### src/rtl/uart_defines.sv
// Shared constants for the memory-mapped UART transmitter:
// register offsets, STATUS bit positions and FSM state encodings.
package uart_defines;

  // Word offsets within the 16-byte register window (addr[3:2])
  localparam logic [1:0] UART_TXDATA  = 2'd0;
  localparam logic [1:0] UART_STATUS  = 2'd1;
  localparam logic [1:0] UART_BAUDDIV = 2'd2;

  // STATUS register bit positions
  localparam int ST_BUSY  = 0;
  localparam int ST_FULL  = 1;
  localparam int ST_EMPTY = 2;
  localparam int ST_OVF   = 3;

  // Transmit FSM states
  localparam logic [1:0] S_IDLE  = 2'd0;
  localparam logic [1:0] S_START = 2'd1;
  localparam logic [1:0] S_DATA  = 2'd2;
  localparam logic [1:0] S_STOP  = 2'd3;

endpackage

### src/rtl/sync_fifo.sv
// Small synchronous FIFO with a combinational read port.
// Full/empty derive from an occupancy counter one bit wider than the pointers.
module sync_fifo #(
  parameter int WIDTH = 8,
  parameter int DEPTH = 4
) (
  input  logic             clk,
  input  logic             rst_n,
  input  logic             push,
  input  logic [WIDTH-1:0] din,
  input  logic             pop,
  output logic [WIDTH-1:0] dout,
  output logic             full,
  output logic             empty
);
  localparam int PW = $clog2(DEPTH);
  localparam logic [PW:0] FULL_CNT = (PW+1)'(DEPTH);

  logic [PW-1:0]    wr_q, wr_d, rd_q, rd_d;
  logic [PW:0]      cnt_q, cnt_d;
  logic [WIDTH-1:0] mem_q [DEPTH];
  logic             do_push, do_pop;

  assign full    = (cnt_q == FULL_CNT);
  assign empty   = (cnt_q == '0);
  assign do_push = push & ~full;
  assign do_pop  = pop & ~empty;
  assign dout    = mem_q[rd_q];

  // Next pointers and occupancy; simultaneous push+pop leaves count unchanged
  always_comb begin
    wr_d  = wr_q + PW'(do_push);
    rd_d  = rd_q + PW'(do_pop);
    cnt_d = cnt_q;
    case ({do_push, do_pop})
      2'b10:   cnt_d = cnt_q + 1'b1;
      2'b01:   cnt_d = cnt_q - 1'b1;
      default: cnt_d = cnt_q;
    endcase
  end

  // Pointer and count registers
  always_ff @(posedge clk or negedge rst_n) begin
    if (!rst_n) begin
      wr_q  <= '0;
      rd_q  <= '0;
      cnt_q <= '0;
    end else begin
      wr_q  <= wr_d;
      rd_q  <= rd_d;
      cnt_q <= cnt_d;
    end
  end

  // Storage needs no reset: contents are only visible when count says so
  always_ff @(posedge clk) begin
    if (do_push) mem_q[wr_q] <= din;
  end

endmodule

### src/rtl/uart_tx_mmio.sv
// Memory-mapped 8N1 UART transmitter sitting on the core's data port.
// Stores to TXDATA queue bytes; a bit-timing FSM shifts them out on tx.
module uart_tx_mmio
  import uart_defines::*;
#(
  parameter logic [31:0] BASE_ADDR   = 32'h1000_0000,
  parameter int          FIFO_DEPTH  = 4,
  parameter logic [15:0] DEFAULT_DIV = 16'd16
) (
  input  logic        clk,
  input  logic        rst_n,
  input  logic        we,
  input  logic [31:0] addr,
  input  logic [31:0] write_data,
  output logic [31:0] read_data,
  output logic        tx,
  output logic        tx_idle
);
  logic        sel, wr_sel, wr_tx, push, pop, full, empty;
  logic [1:0]  off;
  logic [7:0]  fifo_dout;
  logic [1:0]  state_q, state_d;
  logic [15:0] cnt_q, cnt_d, baud_q, baud_d;
  logic [2:0]  idx_q, idx_d;
  logic [7:0]  sh_q, sh_d;
  logic        tx_q, tx_d, ovf_q, ovf_d;
  logic        unused_bits;

  assign sel         = (addr[31:4] == BASE_ADDR[31:4]);
  assign off         = addr[3:2];
  assign wr_sel      = we & sel;
  assign wr_tx       = wr_sel & (off == UART_TXDATA);
  // Full is sampled before any same-edge pop, so a write while full is lost
  assign push        = wr_tx & ~full;
  assign unused_bits = ^{addr[1:0], write_data[31:16]};

  sync_fifo #(.WIDTH(8), .DEPTH(FIFO_DEPTH)) u_fifo (
    .clk   (clk),
    .rst_n (rst_n),
    .push  (push),
    .din   (write_data[7:0]),
    .pop   (pop),
    .dout  (fifo_dout),
    .full  (full),
    .empty (empty)
  );

  // Register writes: sticky overflow and baud divisor (0 coerced to 1)
  always_comb begin
    ovf_d  = ovf_q;
    baud_d = baud_q;
    if (wr_tx && full) ovf_d = 1'b1;
    if (wr_sel && off == UART_STATUS && write_data[ST_OVF]) ovf_d = 1'b0;
    if (wr_sel && off == UART_BAUDDIV)
      baud_d = (write_data[15:0] == 16'd0) ? 16'd1 : write_data[15:0];
  end

  // Bit-timing FSM: each bit held for baud_q clocks, counter reloaded per bit
  always_comb begin
    state_d = state_q;
    cnt_d   = cnt_q;
    idx_d   = idx_q;
    sh_d    = sh_q;
    tx_d    = tx_q;
    pop     = 1'b0;
    case (state_q)
      S_IDLE: begin
        tx_d = 1'b1;
        if (!empty) begin
          pop     = 1'b1;
          sh_d    = fifo_dout;
          cnt_d   = baud_q - 16'd1;
          tx_d    = 1'b0;
          state_d = S_START;
        end
      end
      S_START: begin
        if (cnt_q != 16'd0) cnt_d = cnt_q - 16'd1;
        else begin
          cnt_d   = baud_q - 16'd1;
          idx_d   = 3'd0;
          tx_d    = sh_q[0];
          state_d = S_DATA;
        end
      end
      S_DATA: begin
        if (cnt_q != 16'd0) cnt_d = cnt_q - 16'd1;
        else begin
          cnt_d = baud_q - 16'd1;
          if (idx_q == 3'd7) begin
            tx_d    = 1'b1;
            state_d = S_STOP;
          end else begin
            idx_d = idx_q + 3'd1;
            sh_d  = {1'b0, sh_q[7:1]};
            tx_d  = sh_q[1];
          end
        end
      end
      S_STOP: begin
        if (cnt_q != 16'd0) cnt_d = cnt_q - 16'd1;
        else state_d = S_IDLE;
      end
      default: state_d = S_IDLE;
    endcase
  end

  // State registers; tx resets high so the line idles immediately
  always_ff @(posedge clk or negedge rst_n) begin
    if (!rst_n) begin
      state_q <= S_IDLE;
      cnt_q   <= '0;
      idx_q   <= '0;
      sh_q    <= '0;
      tx_q    <= 1'b1;
      ovf_q   <= 1'b0;
      baud_q  <= DEFAULT_DIV;
    end else begin
      state_q <= state_d;
      cnt_q   <= cnt_d;
      idx_q   <= idx_d;
      sh_q    <= sh_d;
      tx_q    <= tx_d;
      ovf_q   <= ovf_d;
      baud_q  <= baud_d;
    end
  end

  // Combinational read mux; zero when the window is not addressed
  always_comb begin
    read_data = 32'd0;
    if (sel) begin
      case (off)
        UART_STATUS:  read_data = {28'd0, ovf_q, empty, full, state_q != S_IDLE};
        UART_BAUDDIV: read_data = {16'd0, baud_q};
        default:      read_data = 32'd0;
      endcase
    end
  end

  assign tx      = tx_q;
  assign tx_idle = empty & (state_q == S_IDLE);

endmodule

### config.mk
export PLATFORM = sky130hd
export DESIGN_NAME = uart_tx_mmio
export DESIGN_NICKNAME = d
export VERILOG_FILES = /design/src/rtl/uart_defines.sv /design/src/rtl/sync_fifo.sv /design/src/rtl/uart_tx_mmio.sv
export SDC_FILE = /design/constraint.sdc
export NUM_CORES = 1
export LEC_CHECK = 0
export CORE_UTILIZATION = 51
export DETAILED_ROUTE_END_ITERATION = 10
export HOLD_SLACK_MARGIN = 0.02
export PLACE_DENSITY_LB_ADDON = 0.05
export RECOVER_POWER = 100
export SLEW_MARGIN = 40
export SYNTH_ARGS = -nofsm -noshare
export SYNTH_HDL_FRONTEND = slang
export SYNTH_SLANG_ARGS = --single-unit
### constraint.sdc
create_clock -name clk -period 3.1 [get_ports clk]
set_clock_uncertainty 0.1 [all_clocks]
set_input_delay 0.93 -clock clk [delete_from_list [all_inputs] [get_ports clk]]
set_output_delay 0.93 -clock clk [all_outputs]
set_load 0.1 [all_outputs]
# Word-level counts from Yosys, hierarchy flattened
# Memory sizes are Yosys's and may differ from the RTL's.
# Cells that the tools add are included.
[word_totals] mem_count=1 ramBits=32 out_inout_bits=34 reg_bits=54 inputBits=67 latchBits=0 mem_bits_ro=0 wordCells=97
[op_classes] shifts=0 eq_ne=17 bitwise_logic=8 n_addsub=7 div_mod_pow=0 n_reduce_logical=21 muxes=33 mul=0 order_cmp=0
[mem_list] memory="u_fifo.mem_q" words=4 width=8 rd=1 rd_ports_with_merged_regs=0 write_ports=1 line_no="sync_fifo.sv:21" rtl="logic [WIDTH-1:0] mem_q [DEPTH];"
[op_table] operator="2-to-1 mux 16 bit" count=5
[op_table] operator="case mux 16 bit (3 select lines)" count=1
[op_table] operator="case mux 16 bit (2 select lines)" count=1
[op_table] operator="subtractor 16 x 1 -> 16 bit (second input constant)" count=2
[op_table] operator="equality test 28 x 25 -> 1 bit (second input constant)" count=1
[op_table] operator="2-to-1 mux 8 bit" count=3
[op_table] operator="logical NOT 16 bit" count=1
[op_table] operator="case mux 8 bit (2 select lines)" count=1
[op_table] operator="nonzero test 16 bit" count=1
[op_table] operator="!= test 2 bit (second input constant)" count=7
[op_table] operator="case mux 3 bit (2 select lines)" count=2
[op_table] operator="2-to-1 mux 1 bit" count=10
[op_table] operator="2-to-1 mux 2 bit" count=5
[op_table] operator="nonzero test 2 bit" count=5
[op_table] operator="2-to-1 mux 3 bit" count=3
[op_table] operator="equality test 2 bit (second input constant)" count=4
[op_table] operator="case mux 2 bit (4 select lines)" count=1
[op_table] operator="AND reduction 4 bit" count=2
[op_table] operator="adder 3 x 1 -> 3 bit (second input constant)" count=2
[op_table] operator="bitwise AND 1 bit" count=6
[op_table] operator="equality test 2 x 1 -> 1 bit (second input constant)" count=3
[op_table] operator="equality test 3 bit (second input constant)" count=2
[op_table] operator="AND reduction 5 bit" count=1
[op_table] operator="adder 2 x 1 -> 2 bit" count=2
[op_table] operator="other kinds (10)" count=15

# Logic depth before layout (Yosys ltp)
# Gate-level depths: netlist of run 1.
[depth] ltp_word=7 depth_mapped=10 depth_no_buf=10

# Hierarchy
# A second synthesis of run 1 with hierarchy kept.
[hier_totals] cells_unflattened=410 area_unflattened_um2=4937.2
[modules_own_cells] mod="uart_tx_mmio" cells_per_inst=336 instances=1 area_per_inst_um2=3415.8
[modules_own_cells] mod="sync_fifo" cells_per_inst=74 instances=1 area_per_inst_um2=1521.5

# Worst setup path after synthesis of run 1
# No wires, ideal clock.
[synth_path] path_kind="in2out" startpoint="input addr[6]" endpoint="output read_data[0]" path_slack_ns=-1.041 cell_stages=6 arrival_time_ns=3.111 cell_sequence="nor4_1 nand4_1 nor2_1 clkbuf_1 nand2_1 nor2_1"
[synth_between] elab_chain_cells=2
[synth_rtl] item="start: declaration" line_no="uart_tx_mmio.sv:13" rtl="input logic [31:0] addr,"
[synth_rtl] item="equality test 28 x 25 -> 1 bit" line_no="uart_tx_mmio.sv:29" rtl="assign sel = (addr[31:4] == BASE_ADDR[31:4]);"
[synth_rtl] item="2-to-1 mux 16 bit" line_no="uart_tx_mmio.sv:132" rtl="if (sel) begin"
[synth_rtl] item="end: declaration" line_no="uart_tx_mmio.sv:15" rtl="output logic [31:0] read_data,"
# No other way between the ends.

# Worst setup path in the final report of run 1
[layout_path] startpoint="input addr[10]" endpoint="output read_data[3]"
# The elaborated chain is that of the path after synthesis.

==> results.sh, run 1 <==
export IMPL_hold_viol=0
export IMPL_multi_input_area_sq_um=2360
export IMPL_cts_sinks=86
export IMPL_layout_area_seq_sq_um=2310
export IMPL_cts_clk_slew_worst_paths_ns=0.10
export IMPL_slew_violations=0
export IMPL_synth_ff_type="dfrtp_1"
export IMPL_critPathCaptureType="output port"
export IMPL_wl_um=10600
export IMPL_drtIter0Drc=158
export IMPL_synth_top_area_cell="dfrtp_1"
export IMPL_ys_types=56
export IMPL_avgSynthCellArea_sq_um=11.2
export IMPL_htree_num_levels=3
export IMPL_comb_power_share_pct=10.9
export IMPL_clock_power_share_pct=35.1
export IMPL_min_period_ns=3.25
export IMPL_die_height_um=97.5
export IMPL_routed_top_layer="met4"
export IMPL_layout_nets=586
export IMPL_vdd_drop_max_mv=0.289
export IMPL_rsz0062_at_grt="true"
export IMPL_drc_errors=0
export IMPL_seq_power_share_pct=53.9
export IMPL_grt_max_degree=32
export IMPL_drv_cap=0
export IMPL_powerDensity_nw_per_um2=380
export IMPL_setup_violations=16
export IMPL_antenna_found_initial=0
export IMPL_fin_area_sq_um=6050
export IMPL_yosysSeqAreaShare_pct=49.7
export IMPL_min_period_over_period_pct=105
export IMPL_start_util_pct=53.1
export IMPL_cp_arrival_ns=2.22
export IMPL_io_buffers=66
export IMPL_cts_inserted_buffers=9
export IMPL_worst_pin_slew_ns=1.34
export IMPL_cts_tree="yes"
export IMPL_synth_seq_cells=86
export IMPL_die_area_sq_um=9520
export IMPL_routabilityCongestion=0.852
export IMPL_die_w_um=97.5
export IMPL_final_util_pct=69.1
export IMPL_wl_per_cell_um=17.1
export IMPL_grtUsageTotal_pct=23.5
export IMPL_synthCells=417
export IMPL_first_pass_iters=6
export IMPL_cts_root_buf="clkbuf_8"
export IMPL_fin_ws_ns=-0.148
export IMPL_fillers=668
export IMPL_grt_pass1_vias=3548
export IMPL_clkLatencyLatePin_ns=0.37
export IMPL_area_growth_pct=30.0
export IMPL_hpwlAfterDp_um=7740
export IMPL_synth_top_area_share_pct=27.9
export IMPL_met1_length_um=4580
export IMPL_synth_most_common_cell="dfrtp_1"
export IMPL_startpoint_type="input port"
export IMPL_rows=34
export IMPL_via_per_inst=5.84
export IMPL_synth_cell_area_sq_um=4660
export IMPL_min_path_type="register to register"
export IMPL_swShare_pct=29.3
export IMPL_ant_nets=0
export IMPL_critPathMaxFanout=4
export IMPL_required_ns=2.07
export IMPL_crit_type="input port to output port"
export IMPL_relSlewSlack_pct=10.9
export IMPL_dr_wl_met2_um=5240
export IMPL_status="complete, but fails checks"
export IMPL_grt_pass1_wl_um=17700
export IMPL_ys_warn_count=0
export IMPL_ys_top_cells_by_count="dfrtp_1 (52), edfxtp_1 (32), nor2_1 (30), nand2_1 (27), o21ai_0 (25)"
export IMPL_synth_edf_count=32
export IMPL_p_leak_nw=2.49
export IMPL_placed_area_sq_um=5830
export IMPL_synth_area_leaders="dfrtp_1 (28%), edfxtp_1 (21%), mux4_2 (3.9%)"
export IMPL_fp_coreArea_sq_um=8760
export IMPL_internal_power_mw=1.62
export IMPL_violations="negative setup slack"
export IMPL_async_reset_ff_share_pct=62.8
export IMPL_wl_met3_um=615
export IMPL_insertedDiodeCount=0
export IMPL_ioPinCount=101
export IMPL_p_sw_uw=674
export IMPL_clock_path_buffers=2
export IMPL_overflow=0
export IMPL_vias=3606
export IMPL_fmax_mhz=308
export IMPL_drive_gt1_share_pct=28.3
[layout make-up]
class,count,share of cell area (%)
Tap cell,108,2.23
Clock buffer,9,2.05
Sequential cell,86,38.2
Timing Repair Buffer,94,16.1
Inverter,17,1.05
Multi-Input combinational cell,296,38.9
Clock inverter,7,1.38
[power groups by stage]
stage	clock network (mW)	logic [mW]	registers, mW
6_report	0.808	0.251	1.24
4_1_cts	0.823	0.262	1.24
3_5_place_dp	0	0.260	1.26
5_1_grt	0.856	0.270	1.24
2_1_floorplan	0	0.164	1.26
3_3_place_gp	0	0.253	1.26
[timing repair]
item                                    in CTS  in global routing
setup buffers                                3                  0
resized for setup                          109                  0
endpoints found under the setup margin      16                 17
gates cloned                                 2                  0
pin swaps                                   16                  0
hold buffers                                 0                  0
[final timing paths]
path	endpoint	cells past startpoint	slack, ns	startpoint
min in group asynchronous	idx_q[2]$_DFFE_PN0P_	1	0.73	rst_n
max in group asynchronous	baud_q[6]$_DFFE_PN0P_	2	0.73	rst_n
hold / removal	tx$_DFFE_PN1P_	2	0.40	tx$_DFFE_PN1P_
setup reg to reg	cnt_q[2]$_DFFE_PN0P_	8	0.16	cnt_q[0]$_DFFE_PN0P_
hold reg to reg	tx$_DFFE_PN1P_	2	0.40	tx$_DFFE_PN1P_
setup / recovery	read_data[3]	8	-0.15	addr[10]
[registers in the layout, indices dropped and copies added (netlist names)]
name / flops
baud_q: 16
cnt_q: 16
idx_q: 3
ovf_q: 1
sh_q: 8
state_q: 2
tx: 1
u_fifo.cnt_q: 3
u_fifo.mem_q: 32
u_fifo.rd_q: 2
u_fifo.wr_q: 2
[routing by layer]
metal	global-route usage [%]	up-vias
met3	4.75	11
li1	-	1693
met4	9.16	0
met5	0	-
met1	31.0	1782
met2	38.1	120
[cell families after synthesis]
family,Yosys count,share of synthesized area [%]
simple gates,131,15.0
compound gates,86,12.6
flops,86,49.7
buf+inv,50,6.07
mux,29,8.76
xor+xnor,19,3.57
fa+ha+maj,15,4.19
other cells,1,0.0805
[critical path, cell delays in order]
cell and delay (ns):
buf_6 0.10, nor4_4 0.26, nand4_1 0.20, nor2_4 0.20, buf_6 0.15, nand2_8 0.07, nor2_4 0.12, buf_12 0.18
[cells in the final DEF (no fill, tap or decap), drive strengths merged, types with 5 or more instances in the layout]
cell and count:
or4 5, dfrtp 52, clkbuf 22, dlygate4sd3 8, ha 14, xnor2 10
nor4 13, inv 22, a22o 17, mux2 14, nand3 5, mux2i 7
clkdlybuf4s50 9, clkdlybuf4s15 11, and3 13, a21oi 6, o22ai 9, nor2 30
o21ai 34, nor3 13, mux4 8, o32ai 5, conb 16, edfxtp 32
dlygate4sd2 5, xor2 9, buf 48, nand2 27
[through the flow]
step	hold slack (ns)	setup WS, ns	TNS, ns	instances	power, mW
floorplan	0.352	-0.123	-0.492	432	1.42
global placement	0.362	-0.440	-14.05	596	1.52
detailed placement	0.377	-0.464	-14.45	596	1.52
CTS	0.399	-0.143	-2.13	617	2.33
global route	0.416	-0.241	-5.19	617	2.37
finish	0.395	-0.148	-2.08	617	2.30
Power figures use the tool's default switching activity.
==> run 2: changes to the inputs <==
--- a/config.mk
+++ b/config.mk
@@ -5,9 +5,10 @@
 export SDC_FILE = /design/constraint.sdc
 export NUM_CORES = 1
 export LEC_CHECK = 0
-export CORE_UTILIZATION = 51
+export CORE_UTILIZATION = 45
 export DETAILED_ROUTE_END_ITERATION = 10
 export HOLD_SLACK_MARGIN = 0.02
+export MAX_ROUTING_LAYER = met4
 export PLACE_DENSITY_LB_ADDON = 0.05
 export RECOVER_POWER = 100
 export SLEW_MARGIN = 40
==> run 2 against run 1 <==
The flow still finishes with violations (negative setup slack). Highest routed layer unchanged. Sequential share of layout area fell by 0.16 points. First-iteration DRC count fell by 18%. Non-clock buffer count did not move. Core utilization fell by 7.7 points. Sequential power barely moved. Global-route usage fell by 1.7 points. Routed wire length rose by 1.4%. Count of clock-buffer cells in the layout rose by 1. Combinational power barely moved. Clock power fell by 8.4%. Flip-flop and latch count did not move.
==> results.sh, run 2 (synthesis gave the netlist of run 1 again) <==
export IMPL_routabilityCongestion=0.784
export IMPL_drive_gt1_share_pct=30.1
export IMPL_reg2reg_from="cnt_q[0]$_DFFE_PN0P_"
export IMPL_die_area_sq_um=10800
export IMPL_min_period_over_period_pct=105
export IMPL_worst_pin_slew_ns=1.40
export IMPL_crit_top_cell="nor2_4"
export IMPL_min_period_ns=3.26
export IMPL_start_util_pct=47.0
export IMPL_critPathMaxFanout=4
export IMPL_placed_area_sq_um=5860
export IMPL_wl_um=10700
export IMPL_hpwlAfterDp_um=7650
export IMPL_powerDensity_nw_per_um2=367
export IMPL_setup_violations=16
export IMPL_rows=36
export IMPL_cts_tree="yes"
export IMPL_cts_sinks=86
export IMPL_finalPower_mw=2.23
export IMPL_slowest_delay_ns=0.20
export IMPL_ant_nets=0
export IMPL_drtIter0Drc=130
export IMPL_crit_type="input port to output port"
export IMPL_die_height_um=104
export IMPL_cts_inserted_buffers=9
export IMPL_crit_chain="clkdlybuf4s15_1 > nor4b_2 > nand3_1 > nor2_4 > buf_6 > nand2_8 > nor2_4 > buf_12"
export IMPL_cts_clk_slew_worst_paths_ns=0.08
export IMPL_startpoint_type="input port"
export IMPL_rsz0062_at_grt="true"
export IMPL_final_cell_mix="dfrtp_1 (52), edfxtp_1 (32), nand2_1 (26), nor2_1 (25), o21ai_0 (25)"
export IMPL_cts_root_buf="clkbuf_8"
export IMPL_fin_ws_ns=-0.163
export IMPL_grt_max_degree=55
export IMPL_fin_area_sq_um=6080
export IMPL_reg_largest_list="u_fifo.mem_q (32), baud_q (16), cnt_q (16)"
export IMPL_vias=3544
export IMPL_crit_path_start="addr[27]"
export IMPL_clock_path_buffers=2
export IMPL_io_buffers=66
export IMPL_first_pass_iters=4
export IMPL_fin_cells=642
export IMPL_clkLatencyLatePin_ns=0.38
export IMPL_critPathCaptureType="output port"
export IMPL_htree_num_levels=3
export IMPL_grt_pass1_vias=3546
export IMPL_drv_cap=0
export IMPL_p_leak_nw=2.49
export IMPL_tns_ns=-1.93
export IMPL_largest_reg_flops=32
export IMPL_hold_viol=0
export IMPL_ioPinCount=101
export IMPL_grt_pass1_wl_um=17800
export IMPL_largest_register="u_fifo.mem_q"
export IMPL_layout_nets=586
export IMPL_required_ns=2.07
export IMPL_hold_buffers=0
export IMPL_antenna_found_initial=0
export IMPL_fp_coreArea_sq_um=9910
export IMPL_final_util_pct=61.3
export IMPL_cp_num_buf_inv=3
export IMPL_mostFrequentLayoutCell="dfrtp_1"
export IMPL_min_path_type="register to register"
export IMPL_critPathTopFamily="simple AND/OR/NAND/NOR gates"
export IMPL_drc_errors=0
export IMPL_die_w_um=104
export IMPL_via_per_inst=5.52
export IMPL_slew_violations=0
export IMPL_placed_cells=622
export IMPL_grtUsageTotal_pct=21.7
export IMPL_area_growth_pct=30.6
export IMPL_cp_arrival_ns=2.23
export IMPL_overflow=0
export IMPL_fmax_mhz=306
export IMPL_status="complete, but fails checks"
export IMPL_relSlewSlack_pct=6.60
export IMPL_dp_slack_ns=-0.480
export IMPL_hold_start="sh_q[4]$_DFFE_PN0P_"
export IMPL_critical_path_slowest_cell="nor4b_2"
export IMPL_wl_per_cell_um=16.7
export IMPL_timing_hold_ws_ns=0.384
export IMPL_insertedDiodeCount=0
export IMPL_violations="negative setup slack"
export IMPL_vdd_drop_max_mv=0.229
==> run 2: routing by layer <==
layer	vias to the layer above	global-route usage (%)	routed length (um)
met5	-	-	0
met4	0	4.80	129
met3	19	6.23	581
met2	113	33.7	5120
met1	1719	28.4	4870
li1	1693	-	-
==> run 2: path summary, 6_finish.rpt <==
check | endpoint | slack [ns] | cells past startpoint
hold reg to reg | sh_q[4]$_DFFE_PN0P_ | 0.38 | 2
max in group asynchronous | baud_q[9]$_DFFE_PN0P_ | 1.20 | 2
setup reg to reg | sh_q[7]$_DFFE_PN0P_ | 0.09 | 7
min in group asynchronous | sh_q[2]$_DFFE_PN0P_ | 0.85 | 2
setup / recovery | read_data[1] | -0.16 | 8
hold / removal | sh_q[4]$_DFFE_PN0P_ | 0.38 | 2
==> run 2: what timing repair did <==
item | in CTS | in global routing
cloned | 2 | 0
pin swaps | 23 | 13
endpoints found under the setup margin | 17 | 17
buffers inserted | 2 | 0
gates resized for setup | 116 | 8
endpoints found under the hold margin | 0 | 0
==> run 2: power breakdown <==
| part | internal (mW) | switching (mW) | total, mW | leakage [nW] |
|---|---|---|---|---|
| Combinational | 0.0828 | 0.169 | 0.252 | 1.37 |
| Sequential | 1.22 | 0.0225 | 1.24 | 1.03 |
| Clock | 0.306 | 0.434 | 0.740 | 0.0869 |
==> run 2: layout make-up <==
cell class / instances / area [sq um]
repair buffers: 94 / 1000
multi-input cells: 296 / 2350
flip-flops and latches: 86 / 2310
inverters: 17 / 63.8
well taps: 133 / 166
clock inverters: 6 / 55.1
fillers: 828 / 3830
clock buffers: 10 / 128
==> run 2: worst reg2reg max path, stage by stage, from the launching register on <==
cell and delay, ns:
dfrtp_1 0.40, inv_1 0.11, ha_1 0.22, or3b_2 0.50, nor4_2 0.60, nand2b_2 0.15, a211o_1 0.52, a22o_1 0.31
